[src/rtl/adder_pipe_nbit_pkg.sv]
// Shared constants, stage-count helper and per-stage record for the pipelined adder.
package adder_pipe_pkg;

  localparam int DEFAULT_WIDTH = 16;
  localparam int DEFAULT_CHUNK = 4;

  function automatic int stages_f(input int width, input int chunk);
    return (chunk > 0) ? (width / chunk) : 0;
  endfunction

  localparam int DEFAULT_STAGES = stages_f(DEFAULT_WIDTH, DEFAULT_CHUNK);

  // Logical contents of one pipeline slot at the default geometry
  typedef struct packed {
    logic                     valid;
    logic                     carry;
    logic [DEFAULT_WIDTH-1:0] partialSum;
    logic [DEFAULT_WIDTH-1:0] pendA;
    logic [DEFAULT_WIDTH-1:0] pendB;
  } stage_rec_t;

endpackage

[src/rtl/adder_pipe_nbit_stage.sv]
// One CHUNK-bit slice of the pipelined adder: combinational slice sum and a
// registered carry that feeds the next stage one cycle later.
module adder_pipe_stage
  import adder_pipe_pkg::*;
#(
  parameter int CHUNK = DEFAULT_CHUNK
) (
  input  logic             clk,
  input  logic             rst_n,
  input  logic             en_i,
  input  logic [CHUNK-1:0] a_i,
  input  logic [CHUNK-1:0] b_i,
  input  logic             carry_i,
  output logic [CHUNK-1:0] sum_o,
  output logic             carry_o
);

  logic [CHUNK:0] total;
  logic           carry_d;
  logic           carry_q;

  assign total   = {1'b0, a_i} + {1'b0, b_i} + {{CHUNK{1'b0}}, carry_i};
  assign sum_o   = total[CHUNK-1:0];
  assign carry_d = total[CHUNK];

  always_ff @(posedge clk) begin
    if (!rst_n) begin
      carry_q <= 1'b0;
    end else if (en_i) begin
      carry_q <= carry_d;
    end
  end

  assign carry_o = carry_q;

endmodule

[src/rtl/adder_pipe_nbit.sv]
// Pipelined ripple-carry adder, one CHUNK-bit slice per stage, valid/ready on both sides.
// Defining ADDER_PIPE_NBIT_OVF_EN adds a registered signed-overflow output ovf.
module adder_pipe_nbit
  import adder_pipe_pkg::*;
#(
  parameter int WIDTH = DEFAULT_WIDTH,
  parameter int CHUNK = DEFAULT_CHUNK
) (
  input  logic             clk,
  input  logic             rst_n,
  input  logic             in_valid,
  output logic             in_ready,
  input  logic [WIDTH-1:0] a,
  input  logic [WIDTH-1:0] b,
  input  logic             c_in,
  output logic             out_valid,
  input  logic             out_ready,
  output logic [WIDTH-1:0] sum,
  output logic             c_out
`ifdef ADDER_PIPE_NBIT_OVF_EN
  ,
  output logic             ovf
`endif
);

  localparam int STAGES = stages_f(WIDTH, CHUNK);
  localparam int LAST   = STAGES - 1;

  if (CHUNK < 1 || CHUNK > WIDTH || (WIDTH % CHUNK) != 0) begin : g_param_check
    $error("adder_pipe_nbit: WIDTH (%0d) must be a positive multiple of CHUNK (%0d)",
           WIDTH, CHUNK);
  end

  logic              adv;
  logic              accept;
  logic [STAGES-1:0] valid_d;
  logic [STAGES-1:0] valid_q;
  logic [WIDTH-1:0]  opA      [STAGES];
  logic [WIDTH-1:0]  opB      [STAGES];
  logic [WIDTH-1:0]  rotA_d   [STAGES];
  logic [WIDTH-1:0]  rotA_q   [STAGES];
  logic [WIDTH-1:0]  rotB_d   [STAGES];
  logic [WIDTH-1:0]  rotB_q   [STAGES];
  logic [CHUNK-1:0]  sliceSum [STAGES];
  logic [STAGES-1:0] carryIn;
  logic [STAGES-1:0] carry;

  // Global stall: every slot moves together or nothing moves
  assign adv      = !valid_q[LAST] || out_ready;
  assign in_ready = rst_n && adv;
  assign accept   = in_valid && in_ready;

  always_comb begin
    valid_d    = valid_q << 1;
    valid_d[0] = accept;
  end

  // Each word rotates right by one slice per stage: the operand slice for the
  // next stage sits at the bottom while finished sum slices fill in from the top,
  // so after the last stage rotA holds the complete, deskewed sum.
  for (genvar s = 0; s < STAGES; s++) begin : g_stage
    logic [WIDTH-1:0] sliceWide;

    if (s == 0) begin : g_head
      assign opA[s]     = a;
      assign opB[s]     = b;
      assign carryIn[s] = c_in;
    end else begin : g_body
      assign opA[s]     = rotA_q[s-1];
      assign opB[s]     = rotB_q[s-1];
      assign carryIn[s] = carry[s-1];
    end

    adder_pipe_stage #(
      .CHUNK(CHUNK)
    ) u_stage (
      .clk    (clk),
      .rst_n  (rst_n),
      .en_i   (adv),
      .a_i    (opA[s][CHUNK-1:0]),
      .b_i    (opB[s][CHUNK-1:0]),
      .carry_i(carryIn[s]),
      .sum_o  (sliceSum[s]),
      .carry_o(carry[s])
    );

    always_comb begin
      sliceWide            = '0;
      sliceWide[CHUNK-1:0] = sliceSum[s];
    end

    assign rotA_d[s] = (opA[s] >> CHUNK) | (sliceWide << (WIDTH - CHUNK));
    assign rotB_d[s] = opB[s] >> CHUNK;
  end

  always_ff @(posedge clk) begin
    if (!rst_n) begin
      valid_q <= '0;
      rotA_q  <= '{default: '0};
      rotB_q  <= '{default: '0};
    end else if (adv) begin
      valid_q <= valid_d;
      rotA_q  <= rotA_d;
      rotB_q  <= rotB_d;
    end
  end

  // Outputs read as idle for the whole reset cycle, not just after the edge
  assign out_valid = rst_n && valid_q[LAST];
  assign sum       = rst_n ? rotA_q[LAST] : '0;
  assign c_out     = rst_n && carry[LAST];

`ifdef ADDER_PIPE_NBIT_OVF_EN
  logic ovf_d;
  logic ovf_q;

  // Same-sign operands producing an opposite-sign result, i.e. carry-in xor carry-out of the MSB
  assign ovf_d = (opA[LAST][CHUNK-1] == opB[LAST][CHUNK-1]) &&
                 (sliceSum[LAST][CHUNK-1] != opA[LAST][CHUNK-1]);

  always_ff @(posedge clk) begin
    if (!rst_n) begin
      ovf_q <= 1'b0;
    end else if (adv) begin
      ovf_q <= ovf_d;
    end
  end

  assign ovf = rst_n && ovf_q;
`endif

endmodule

[config.mk]
export PLATFORM = sky130hd
export DESIGN_NAME = adder_pipe_nbit
export DESIGN_NICKNAME = d
export VERILOG_FILES = /design/src/rtl/adder_pipe_nbit_pkg.sv /design/src/rtl/adder_pipe_nbit_stage.sv /design/src/rtl/adder_pipe_nbit.sv
export SDC_FILE = /design/constraint.sdc
export NUM_CORES = 1
export LEC_CHECK = 0
export ABC_AREA = 1
export ABC_CLOCK_PERIOD_IN_PS = 2300
export CAP_MARGIN = 5
export CORE_AREA = 2 2 129 131
export DETAILED_ROUTE_END_ITERATION = 8
export DIE_AREA = 0 0 131 133
export SYNTH_ARGS = -nofsm -noshare
export SYNTH_HDL_FRONTEND = slang
export SYNTH_SLANG_ARGS = --single-unit
[constraint.sdc]
create_clock -name clk -period 2.3 [get_ports clk]
set_clock_uncertainty 0.1 [all_clocks]
set_input_delay 0.46 -clock clk [delete_from_list [all_inputs] [get_ports clk]]
set_output_delay 0.46 -clock clk [all_outputs]
set_load 0.1 [all_outputs]
# --- Word-level counts from Yosys, hierarchy flattened ---
# Index checks and enable logic that the tools add are counted.
classes:
  addsub: 8
  mux: 1
  bitwise_logic: 4
  n_reduce_logical: 6
op_table:
  columns: ["cell", "count"]
  rows:
  - ["OR 12 x 16 -> 16 bit", 4]
  - ["adder 4 x 4 -> 5 bit", 4]
  - ["adder 5 x 1 -> 5 bit", 4]
  - ["2-to-1 mux 16 bit", 1]
  - ["logical AND 1 bit", 4]
  - ["zero test 1 bit", 1]
  - ["logical OR 1 bit", 1]
totals:
  regBits: 96

# --- Logic depth before layout (Yosys ltp) ---
# Gate-level depths: netlist of run 1.
logic_depth:
  ltp_word: 4
  ltp_mapped: 8
  depth_no_buf: 8

# --- By module ---
# A second synthesis of run 1 with hierarchy kept.
hier_totals:
  cells_unflattened: 648
  hier_area_um2: 4720.8
modules_own_cells:
  columns: ["mod", "n_inst", "cells_per_inst", "area_per_inst_um2", "seq_area_each_um2"]
  rows:
  - ["adder_pipe_nbit", 1, 524, 3834.9, 1841.8]
  - ["adder_pipe_stage", 4, 31, 221.5, 20.0]

# --- Worst setup path before layout of run 1 ---
# OpenSTA, ideal clock, no wires.
synth_timing:
  path_kind: "input-to-output"
  startpoint: "input port rst_n"
  endpoint: "output port out_valid"
  arrival_time_ns: 1.495
  required_ns: 1.740
  path_slack_ns: 0.245
  stages: 4
  cell_sequence: "buf_2 -> buf_1 -> nand2_1 -> inv_1"
synth_via:
  elab_chain_cells: 1
synth_rtl:
  columns: ["element", "line", "rtl"]
  rows:
  - ["start: declaration", "adder_pipe_nbit.sv:10", "input logic rst_n,"]
  - ["logical AND 1 bit", "adder_pipe_nbit.sv:109", "assign out_valid = rst_n && valid_q[LAST];"]
  - ["end: declaration", "adder_pipe_nbit.sv:16", "output logic out_valid,"]
# No other way between the ends.

# --- Worst setup path after layout of run 1 ---
layout_timing:
  startpoint: "input port out_ready"
  endpoint: "output port in_ready"
layout_via:
  elab_chain_cells: 2
layout_rtl:
  columns: ["element", "line", "rtl"]
  rows:
  - ["start: declaration", "adder_pipe_nbit.sv:17", "input logic out_ready,"]
  - ["logical OR 1 bit", "adder_pipe_nbit.sv:49", "assign adv = !valid_q[LAST] || out_ready;"]
  - ["logical AND 1 bit", "adder_pipe_nbit.sv:50", "assign in_ready = rst_n && adv;"]
  - ["end: declaration", "adder_pipe_nbit.sv:12", "output logic in_ready,"]
# No other way between the ends.

==> impl_metrics.py, run 1 <==
metrics = {
    "cts": {
        "clk_latency_ns": 0.34,
        "ctsHoldBuffers": 0,
        "cts_tree": "done",
        "postCtsSetupRepairBufs": 0,
        "clk_pin_slew_ns": 0.06,
        "cts_resized": 0,
        "htree_levels": 3,
        "cts.sinks": 96,
        "cts_buffers": 9,
        "clock_path_buffers": 2,
        "cts-root-buf": "clkbuf_16",
    },
    "synthesis": {
        "avgSynthCellArea_um2": 7.89,
        "yosys.area.top_type": "dfxtp_1",
        "synth_top_area_share_pct": 48.7,
        "synth_seq_cells": 96,
        "syn_area_um2": 3950,
        "syn_inst": 500,
        "yosysUniqueCellTypes": 22,
        "synth.net_count": 557,
        "yosys_warnings": 0,
        "synth.area.top_cells": "dfxtp_1 49%, nor2_1 12%, o21ai_0 10%",
        "seq_area_frac_synth_pct": 48.7,
    },
    "global_route": {
        "grt_pass1_vias": 2843,
        "grt_start_max_net_pins": 60,
        "antenna_found_initial": 0,
        "grt_pass1_wl_mm": 13.3,
        "grt_overflow_total": 0,
        "track_usage_pct": 9.59,
    },
    "final_layout": {
        "design_area_um2": 5160,
        "drive_gt1_share_pct": 9.26,
        "antenna-diode-count": 0,
        "nets": 603,
        "syn_to_final_growth_pct": 30.8,
        "fillers": 1693,
    },
    "floorplanning": {
        "start_util_pct": 24.4,
        "die_w_um": 131,
        "die_y_um": 133,
        "core_area_um2": 16200,
        "std_cell_rows": 47,
        "dieArea_um2": 17400,
        "ios": 56,
    },
    "pwr": {
        "ir_drop_uv": 374,
        "leakage_nw": 2.41,
        "finalPower_mw": 3.65,
        "powerDensity_nw_per_um2": 707,
    },
    "critical_path": {
        "crit_chain": "clkdlybuf4s50_1, nor2_8, nor2_4, buf_12",
        "crit_slowest_cell": "clkdlybuf4s50_1",
        "slowest_delay_ns": 0.60,
        "r2r_slack_ns": 0.54,
        "crit_fanout": 5,
        "r2r_start": "g_stage[1].u_stage.carry_o$_SDFFE_PN0N_",
        "cp-end-kind": "output pin",
        "cp_num_buf_inv": 2,
        "critPathLaunchType": "input port",
        "criticalPathCategory": "input port to output pin",
        "cp-startpoint": "out_ready",
        "cp_top_family": "buffers and inverters",
        "cp_data_arrival_time_ns": 1.48,
        "required_ns": 1.74,
    },
    "sta": {
        "grt_setup_unrepaired": "no",
        "finalCritPeriodShare_pct": 88.8,
        "slew_headroom_pct": 70.4,
        "fmax_ghz": 0.490,
        "setup_viol": 0,
        "finalCriticalPeriod_ns": 2.04,
        "hold_violations": 0,
        "tightest_slew_ns": 0.444,
        "slew_violations": 0,
    },
    "placement": {
        "hpwl_mm": 5.53,
        "portBuffers": 55,
        "gp_congestion": 0.736,
        "dpl_cell_area_um2": 4890,
    },
    "routing": {
        "firstDrtPassIters": 4,
        "vias_per_cell": 3.96,
        "drt_iter0_drc": 177,
        "vias": 3052,
        "routed_wl_mm": 7.78,
        "drc": 0,
        "ant_nets": 0,
        "wire_per_inst_um": 10.1,
    },
    "worst_hold_path": {
        "hp-start": "opA[4]$_SDFFE_PN0N_",
        "hold_class": "flip-flop to flip-flop",
    },
    "status": {
        "status": "finished, final reports clean",
    },
    "flow_run": {
        "maxCapViolations": 0,
    },
}
-- cell families after synthesis --
family / count (synthesis) / share of synthesized area, %
compound gates: 122 / 16.1
fa+ha+maj: 20 / 7.87
xor+xnor: 4 / 0.888
flops: 96 / 48.7
simple gates: 175 / 17.7
buf+inv: 83 / 8.75
-- cell usage in the layout, fill, tap and decap left out, types with 9 or more instances in the layout --
| cell | instances |
|---|---|
| a21oi_1 | 33 |
| clkdlybuf4s50_1 | 35 |
| buf_12 | 20 |
| dfxtp_1 | 96 |
| ha_1 | 12 |
| inv_1 | 51 |
| nor2_1 | 126 |
| o21ai_0 | 79 |
| clkbuf_16 | 9 |
| nand2_1 | 36 |
-- tightest hold or removal path: stages (launching register included) --
cell	delay (ns)
dfxtp_1	0.30
inv_1	0.06
a21oi_1	0.05
-- sequential cells by signal (all words and copies together) (netlist names) --
signal,count
valid_q,4
rotA_q,16
opB,24
opA,48
g_stage.u_stage.carry_o,4
-- Yosys cell counts --
cell / number
dfxtp_1: 96
nand3_1: 8
nor2_1: 126
buf_6: 2
ha_1: 12
nor2_4: 1
o21ai_0: 79
xor2_1: 2
nand2_1: 36
buf_2: 15
nor2_8: 1
xnor2_1: 2
buf_1: 1
or2_2: 3
fa_1: 8
o22ai_1: 1
a211oi_1: 1
a22oi_1: 8
a21oi_1: 33
inv_1: 51
clkbuf_1: 11
inv_2: 3
-- where the power goes --
group | total, mW | internal, mW | switching, mW | leakage, nW
combinational | 0.481 | 0.206 | 0.275 | 1.50
clock | 1.34 | 0.731 | 0.608 | 0.126
sequential | 1.83 | 1.78 | 0.0498 | 0.790
total | 3.65 | 2.72 | 0.932 | 2.41
-- layout make-up --
type / count / area (um^2) / share of cell area (%)
Sequential cell: 96 / 1920 / 37.2
Tap cell: 220 / 275 / 5.33
Clock buffer: 11 / 233 / 4.51
Clock inverter: 5 / 33.8 / 0.655
Inverter: 54 / 203 / 3.93
Timing Repair Buffer: 64 / 816 / 15.8
Multi-Input combinational cell: 321 / 1680 / 32.5
-- through the flow --
stage          TNS [ns]  instances  hold WS (ns)  util [%]  setup slack [ns]
2_1_floorplan         0        500         0.330         -             0.245
3_3_place_gp          0        755         0.341      30.3           0.00713
3_5_place_dp    -0.0341        755         0.343      30.3           -0.0333
4_1_cts               0        771         0.354      31.9             0.232
5_1_grt               0        771         0.372      31.9             0.212
6_report              0        771         0.353      31.9             0.258
-- path summary, 6_finish.rpt --
kind / endpoint / depth (start not counted)
setup / recovery: in_ready / 4
hold / removal: opA[4]$_SDFFE_PN0N_ / 2
setup reg to reg: g_stage[2].u_stage.carry_o$_SDFFE_PN0N_ / 6
hold reg to reg: opA[4]$_SDFFE_PN0N_ / 2
-- routing by layer --
| metal | GRT usage [%] | vias up | wire length [um] |
|---|---|---|---|
| li1 | - | 1680 | - |
| met1 | 13.1 | 1316 | 4020 |
| met2 | 13.4 | 45 | 3200 |
| met3 | 3.07 | 11 | 389 |
| met4 | 4.79 | 0 | 167 |
| met5 | 0 | - | 0 |
Power figures use the tool's default switching activity.
==> inputs of run 2 (changes only) <==
CTS_CLUSTER_DIAMETER = 30   (was default)
==> results of run 2 <==
No change in the layout: final DEF, timing and power equal those of run 1.
==> inputs of run 3 (changes only) <==
CAP_MARGIN = 20   (was 5)
==> results of run 3 <==
No change in the layout: final DEF, timing and power equal those of run 1.
